File: config.mk
export PLATFORM = sky130hd
export DESIGN_NAME = page_sequencer
export DESIGN_NICKNAME = d
export VERILOG_FILES = /design/src/rtl/page_sequencer.sv
export SDC_FILE = /design/constraint.sdc
export NUM_CORES = 1
export LEC_CHECK = 0
export ABC_AREA = 1
export BUFFER_PORTS_ARGS = -buffer_cell sky130_fd_sc_hd__buf_2
export CAP_MARGIN = 30
export CORE_AREA = 2 2 64 91
export CTS_BUF_LIST = sky130_fd_sc_hd__clkbuf_4 sky130_fd_sc_hd__clkbuf_8
export DETAILED_ROUTE_END_ITERATION = 16
export DIE_AREA = 0 0 66 93
export HOLD_SLACK_MARGIN = 0.12
export PLACE_DENSITY = 0.71
export RECOVER_POWER = 25
export SLEW_MARGIN = 20
export SYNTH_ARGS = -nofsm -noshare
export SYNTH_HDL_FRONTEND = slang
export SYNTH_SLANG_ARGS = --single-unit
File: constraint.sdc
create_clock -name Clk -period 1.75 [get_ports Clk]
set_clock_uncertainty 0.15 [all_clocks]
set_input_delay 0.525 -clock Clk [delete_from_list [all_inputs] [get_ports Clk]]
set_output_delay 0.525 -clock Clk [all_outputs]
set_load 0.02 [all_outputs]
File: src/rtl/page_sequencer.sv
// page_sequencer -- screen-flow controller for the cover, game and game-over
// pages. Chooses which page colour reaches the VGA output register, enables
// the game logic only while the game page is stable, and sequences
// frame-paced fade-out/fade-in transitions between pages.
//
// Build option: define PAGE_FADE_EN for the frame-paced brightness fades.
// Without it every page change is a two-cycle swap at full brightness and
// the colour scaling datapath is not built.
module page_sequencer #(
   parameter int FRAMES_PER_STEP = 2,   // frame ticks per brightness step (>=1)
   parameter int GAMEOVER_FRAMES = 300  // frames the game-over page is held (>=1)
) (
   input  logic        Clk,
   input  logic        Reset_n,
   input  logic        frame_clk,
   input  logic        start_key,
   input  logic        game_over,
   input  logic [23:0] color_cover,
   input  logic [23:0] color_game,
   input  logic [23:0] color_over,
   output logic [23:0] color_out,
   output logic [1:0]  page,
   output logic [3:0]  fade_level,
   output logic        game_run,
   output logic        busy
);

   typedef enum logic [2:0] {
      S_COVER,
      S_GAME,
      S_OVER,
      S_FADE_OUT,
      S_FADE_IN
   } state_t;

   localparam logic [1:0] PAGE_COVER = 2'd0;
   localparam logic [1:0] PAGE_GAME  = 2'd1;
   localparam logic [1:0] PAGE_OVER  = 2'd2;

   localparam logic [3:0] LEVEL_FULL = 4'd15;
   localparam logic [3:0] LEVEL_DARK = 4'd0;

   // Game-over hold counter: counts frame ticks 0 .. GAMEOVER_FRAMES-1.
   localparam int             OCW       = $clog2(GAMEOVER_FRAMES + 1);
   localparam logic [OCW-1:0] OVER_LAST = OCW'(GAMEOVER_FRAMES - 1);

`ifdef PAGE_FADE_EN
   // Fade pacing counter: counts frame ticks 0 .. FRAMES_PER_STEP-1.
   localparam int             SCW       = (FRAMES_PER_STEP > 1) ? $clog2(FRAMES_PER_STEP) : 1;
   localparam logic [SCW-1:0] STEP_LAST = SCW'(FRAMES_PER_STEP - 1);
`endif

   state_t         state_q, state_d;
   logic [1:0]     page_q, page_d;
   logic [1:0]     target_q, target_d;
   logic [3:0]     fade_level_q, fade_level_d;
   logic [23:0]    color_out_q, color_out_d;
   logic           game_run_q, game_run_d;
   logic           busy_q, busy_d;
   logic [OCW-1:0] over_cnt_q, over_cnt_d;
   logic           frame_clk_prev_q, start_prev_q;
`ifdef PAGE_FADE_EN
   logic [SCW-1:0] step_cnt_q, step_cnt_d;
`endif

   logic           frame_tick;
   logic           start_press;
   logic [23:0]    color_sel;

   // Rising-edge detection. The previous-value registers come out of reset
   // high, so a level already asserted at reset release is not an edge.
   assign frame_tick  = frame_clk & ~frame_clk_prev_q;
   assign start_press = start_key & ~start_prev_q;

   // Stable state reached once the fade-in completes on a given page.
   function automatic state_t state_for_page(input logic [1:0] p);
      case (p)
         PAGE_GAME: return S_GAME;
         PAGE_OVER: return S_OVER;
         default:   return S_COVER;
      endcase
   endfunction

`ifdef PAGE_FADE_EN
   // One channel scaled by (level+1)/16: 8x5-bit product, shifted, truncated.
   function automatic logic [7:0] scale_chan(input logic [7:0] c, input logic [3:0] lvl);
      logic [12:0] prod;
      prod = 13'(c) * (13'(lvl) + 13'd1);
      return 8'(prod >> 4);
   endfunction
`endif

   // Screen-flow next state: page selection, fade stepping and frame counters.
   always_comb begin
      // NOTE: every signal written here gets a default first, so no path can infer a latch.
      state_d      = state_q;
      page_d       = page_q;
      target_d     = target_q;
      fade_level_d = fade_level_q;
      over_cnt_d   = '0;
`ifdef PAGE_FADE_EN
      step_cnt_d   = '0;
`endif

      case (state_q)
         S_COVER: begin
            if (start_press) begin
               state_d  = S_FADE_OUT;
               target_d = PAGE_GAME;
            end
         end

         S_GAME: begin
            // Start presses are deliberately ignored while playing.
            if (game_over) begin
               state_d  = S_FADE_OUT;
               target_d = PAGE_OVER;
            end
         end

         S_OVER: begin
            // Timeout and key press share one exit, so a coincidence is a
            // single transition.
            if (start_press || (frame_tick && (over_cnt_q == OVER_LAST))) begin
               state_d  = S_FADE_OUT;
               target_d = PAGE_COVER;
            end else if (frame_tick) begin
               over_cnt_d = over_cnt_q + 1'b1;
            end else begin
               over_cnt_d = over_cnt_q;
            end
         end

         S_FADE_OUT: begin
`ifdef PAGE_FADE_EN
            step_cnt_d = step_cnt_q;
            if (frame_tick) begin
               if (step_cnt_q == STEP_LAST) begin
                  step_cnt_d = '0;
                  if (fade_level_q == LEVEL_DARK) begin
                     // The screen is black: swap the page and start fading in.
                     page_d  = target_q;
                     state_d = S_FADE_IN;
                  end else begin
                     fade_level_d = fade_level_q - 4'd1;
                  end
               end else begin
                  step_cnt_d = step_cnt_q + 1'b1;
               end
            end
`else
            page_d  = target_q;
            state_d = S_FADE_IN;
`endif
         end

         S_FADE_IN: begin
`ifdef PAGE_FADE_EN
            step_cnt_d = step_cnt_q;
            if (frame_tick) begin
               if (step_cnt_q == STEP_LAST) begin
                  step_cnt_d = '0;
                  if (fade_level_q == LEVEL_FULL) begin
                     state_d = state_for_page(page_q);
                  end else begin
                     fade_level_d = fade_level_q + 4'd1;
                  end
               end else begin
                  step_cnt_d = step_cnt_q + 1'b1;
               end
            end
`else
            state_d = state_for_page(page_q);
`endif
         end

         default: begin
            state_d = S_COVER;
         end
      endcase

      // Status outputs are registered from the next state so they change on
      // the same edge as the state itself.
      game_run_d = (state_d == S_GAME);
      busy_d     = (state_d == S_FADE_OUT) || (state_d == S_FADE_IN);
   end

   // Colour datapath: pick the current page's source and apply brightness.
   always_comb begin
      case (page_q)
         PAGE_COVER: color_sel = color_cover;
         PAGE_GAME:  color_sel = color_game;
         PAGE_OVER:  color_sel = color_over;
         default:    color_sel = '0;
      endcase

`ifdef PAGE_FADE_EN
      color_out_d = '0;
      if (fade_level_q != LEVEL_DARK) begin
         for (int ch = 0; ch < 3; ch++) begin
            color_out_d[8*ch +: 8] = scale_chan(color_sel[8*ch +: 8], fade_level_q);
         end
      end
`else
      color_out_d = color_sel;
`endif
   end

   // State and output registers; reset lands on the full-brightness cover page.
   always_ff @(posedge Clk or negedge Reset_n) begin
      if (!Reset_n) begin
         state_q          <= S_COVER;
         page_q           <= PAGE_COVER;
         target_q         <= PAGE_COVER;
         fade_level_q     <= LEVEL_FULL;
         color_out_q      <= '0;
         game_run_q       <= 1'b0;
         busy_q           <= 1'b0;
         over_cnt_q       <= '0;
         frame_clk_prev_q <= 1'b1;
         start_prev_q     <= 1'b1;
`ifdef PAGE_FADE_EN
         step_cnt_q       <= '0;
`endif
      end else begin
         // NOTE: non-blocking assignments so every register samples pre-edge values.
         state_q          <= state_d;
         page_q           <= page_d;
         target_q         <= target_d;
         fade_level_q     <= fade_level_d;
         color_out_q      <= color_out_d;
         game_run_q       <= game_run_d;
         busy_q           <= busy_d;
         over_cnt_q       <= over_cnt_d;
         frame_clk_prev_q <= frame_clk;
         start_prev_q     <= start_key;
`ifdef PAGE_FADE_EN
         step_cnt_q       <= step_cnt_d;
`endif
      end
   end

   assign color_out  = color_out_q;
   assign page       = page_q;
   assign fade_level = fade_level_q;
   assign game_run   = game_run_q;
   assign busy       = busy_q;

endmodule

==> results by group <==
Floorplanning
  • Initial Util: 0.388
  • # IOs: 109
  • DIE AREA: 0.00614 mm^2
  • Core Rows: 32
  • Die Wd: 66 um
  • Die Y: 93 um
  • Core area: 0.00537 mm^2

Yosys
  • Cell area after synthesis: 0.00208 mm^2
  • Syn_area_per_cell: 8.10 um^2
  • Top cell type's share of synthesized area: 0.505
  • Ys flop type: dfrtp_1
  • Ranking of synthesized cells by area: dfrtp_1, nand2_1, nand3_1
  • Yosys cell types: 23
  • Synth area leader: dfrtp_1
  • Synth Warn #: 0
  • Syn Inst Count: 257
  • #FFs+latches synth: 44
  • Post-synth top cells: nand2_1, nand3_1, dfrtp_1
  • Count leader, synth: nand2_1
  • EDFF count, synth: 0
  • Seq/Total Area, Yosys: 0.530
  • Post-synth ARST share: 1.00

Final layout
  • Antenna cells: 0
  • Share of post-route cells with drive strength above 1: 0.339
  • Post-layout nets: 443
  • Final core occ: 0.521
  • Fillers: 546
  • Syn-to-layout area delta: 34.2%
  • Final Non-Filler Cells: 434

STA
  • Hold WS: 0.174 ns
  • Tmin final: 1.70 ns
  • Setup violators final: 0
  • Final Hold Viols: 0
  • Post-route setup slack: 0.0485 ns
  • Final period util: 0.972
  • Setup TNS: 0 ns
  • Final slew viol count: 0
  • RSZ-0062 raised after global routing: false
  • Fmax: 0.588 GHz

Drt
  • Routed length on met3: 512 um
  • M1 WL: 2100 um
  • Wire length on met2: 2570 um
  • Routed WL per cell: 12.3 um
  • Routed via count: 2094
  • DRC viols: 0
  • Pre-antenna DRT Iters: 4
  • Routed vias/inst: 4.82
  • Initial drt markers: 63
  • Highest routed layer: met4
  • Routed Antenna Nets: 0
  • Drt total wl: 5340 um

Placement
  • Placer Congestion: 0.736
  • DP HPWL: 4320 um
  • Placed insts: 425
  • DP Worst Slack: 0.111 ns
  • PortBufs: 104

Clock tree
  • # Post-CTS Setup Buffers: 0
  • Root buffer cell: clkbuf_8
  • Clock transition at path regs: 0.08 ns
  • CTS tree: done
  • CTS HTree Levels: 2
  • Buffer depth of the longest clock path: 2
  • Worst-skew pair later-pin latency: 0.29 ns
  • CTS Buf Count: 5
  • Clock Sinks: 44

Status
  • Status: complete, no violations

Critical path
  • Worst Setup EP: page[1]
  • Capturing point of the worst reg2reg path: over_cnt_q[5]$_DFFE_PN0P_
  • Crit path required time: 1.07 ns
  • Cells on worst reg2reg path: 6
  • WS Path Type: reg2out
  • Setup crit start kind: flip-flop
  • Arrival time worst endpoint: 1.03 ns
  • Crit path launch: page[1]$_DFFE_PN0N_
  • Reg2Reg Launch Point: frame_clk_prev_q$_DFF_PN1_
  • Worst Setup End Kind: output port
  • Crit path max-delay cell type: dfrtp_2
  • R2r setup slk: 0.20 ns
  • Worst-path fanout max: 13
  • Delay-heaviest family, CP: flip-flops
  • CP Depth: 1
  • CP max stage delay: 0.52 ns
  • Buffers plus inverters on the worst setup path: 1
  • Worst-path cell chain: buf_2

Power
  • Cell Pwr Density: 1470 mW/mm^2
  • Maximum vdd drop: 614 uV
  • Lkg Pwr: 1.47 nW

Global route
  • Largest net degree at the start of global routing: 32
  • First-pass GRT wire length: 8910 um
  • GRT Total Usage: 0.187
  • Vias in the first global route: 1991
  • Grt ovf: 0
  • Initial antenna violation count: 0

Worst hold path
  • Hold Crit Class: in2reg

Flow run
  • Max-Cap Viols: 0
-- cell type report --
type,instances,area [um^2],area share
Inverter,20,75.1,0.0269
Tap cell,68,85.1,0.0305
Clock buffer,6,76.3,0.0273
Timing Repair Buffer,111,572,0.205
Sequential cell,44,1100,0.396
Multi-Input combinational cell,183,845,0.302
Clock inverter,2,35.0,0.0125
-- layer usage --
layer	up-vias	track usage
li1	1038	-
met1	948	0.228
met2	96	0.305
met3	12	0.0529
met4	0	0.0850
met5	-	0
-- sequential cells by signal, indices dropped and copies added (netlist names) --
| name | cells |
|---|---|
| state_q | 3 |
| color_out | 24 |
| page | 2 |
| frame_clk_prev_q | 1 |
| game_run | 1 |
| start_prev_q | 1 |
| target_q | 2 |
| over_cnt_q | 9 |
| busy | 1 |
-- report_power, final --
| group | internal, mW | switching [mW] | leakage [nW] |
|---|---|---|---|
| Combinational | 0.597 | 1.23 | 0.862 |
| Sequential | 1.35 | 0.148 | 0.549 |
| Clock | 0.439 | 0.327 | 0.0586 |
-- logic make-up (layout without fill, tap and decap cells) --
group	Yosys count	count (layout)	share of synthesized area
flops	44	44	0.530
simple gates	169	169	0.364
xor+xnor	3	3	0.0126
other cells	1	4	0.00180
compound gates	6	6	0.0156
fa+ha+maj	1	1	0.00601
buf+inv	33	139	0.0691
-- per-stage QoR --
| step | instance area, um^2 | power [mW] |
|---|---|---|
| global placement | 2690 | 3.36 |
| floorplan | 2090 | 2.73 |
| global route | 2790 | 4.42 |
| finish | 2790 | 4.09 |
| CTS | 2810 | 4.17 |
| detailed placement | 2690 | 3.39 |
-- repair_timing --
| action | 4_1_cts | 5_1_grt |
|---|---|---|
| setup endpoints to repair | 1 | 0 |
| resized for setup | 1 | 0 |
| hold endpoints to repair | 11 | 0 |
| hold buffers | 1 | 0 |
-- layout by cell type, fill, tap and decap left out --
master,instances
buf_2,103
nand2_1,79
nand3_1,55
dfrtp_1,41
inv_1,18
nor2_1,18
nor3_1,7
nand4_1,6
clkbuf_8,5
conb_1,4
buf_4,4
a21oi_1,3
xor2_1,3
nor2_4,2
o21ai_0,2
clkbuf_4,2
dfstp_2,2
inv_2,1
and3_1,1
nand3_4,1
o21bai_1,1
clkinv_1,1
ha_1,1
bufinv_16,1
clkinv_2,1
dlygate4sd3_1,1
clkbuf_1,1
dfrtp_2,1
clkbuf_2,1
-- how the worst min path moves through the flow --
stage | startpoint | endpoint | depth (start not counted)
2_1_floorplan | Reset_n | busy$_DFF_PN0_ | 0
3_3_place_gp | Reset_n | over_cnt_q[2]$_DFFE_PN0P_ | 1
3_5_place_dp | Reset_n | over_cnt_q[2]$_DFFE_PN0P_ | 1
4_1_cts | frame_clk | frame_clk_prev_q$_DFF_PN1_ | 1
5_1_grt | start_key | start_prev_q$_DFF_PN1_ | 1
6_report | start_key | start_prev_q$_DFF_PN1_ | 1
(Power assumes the default switching activity.)
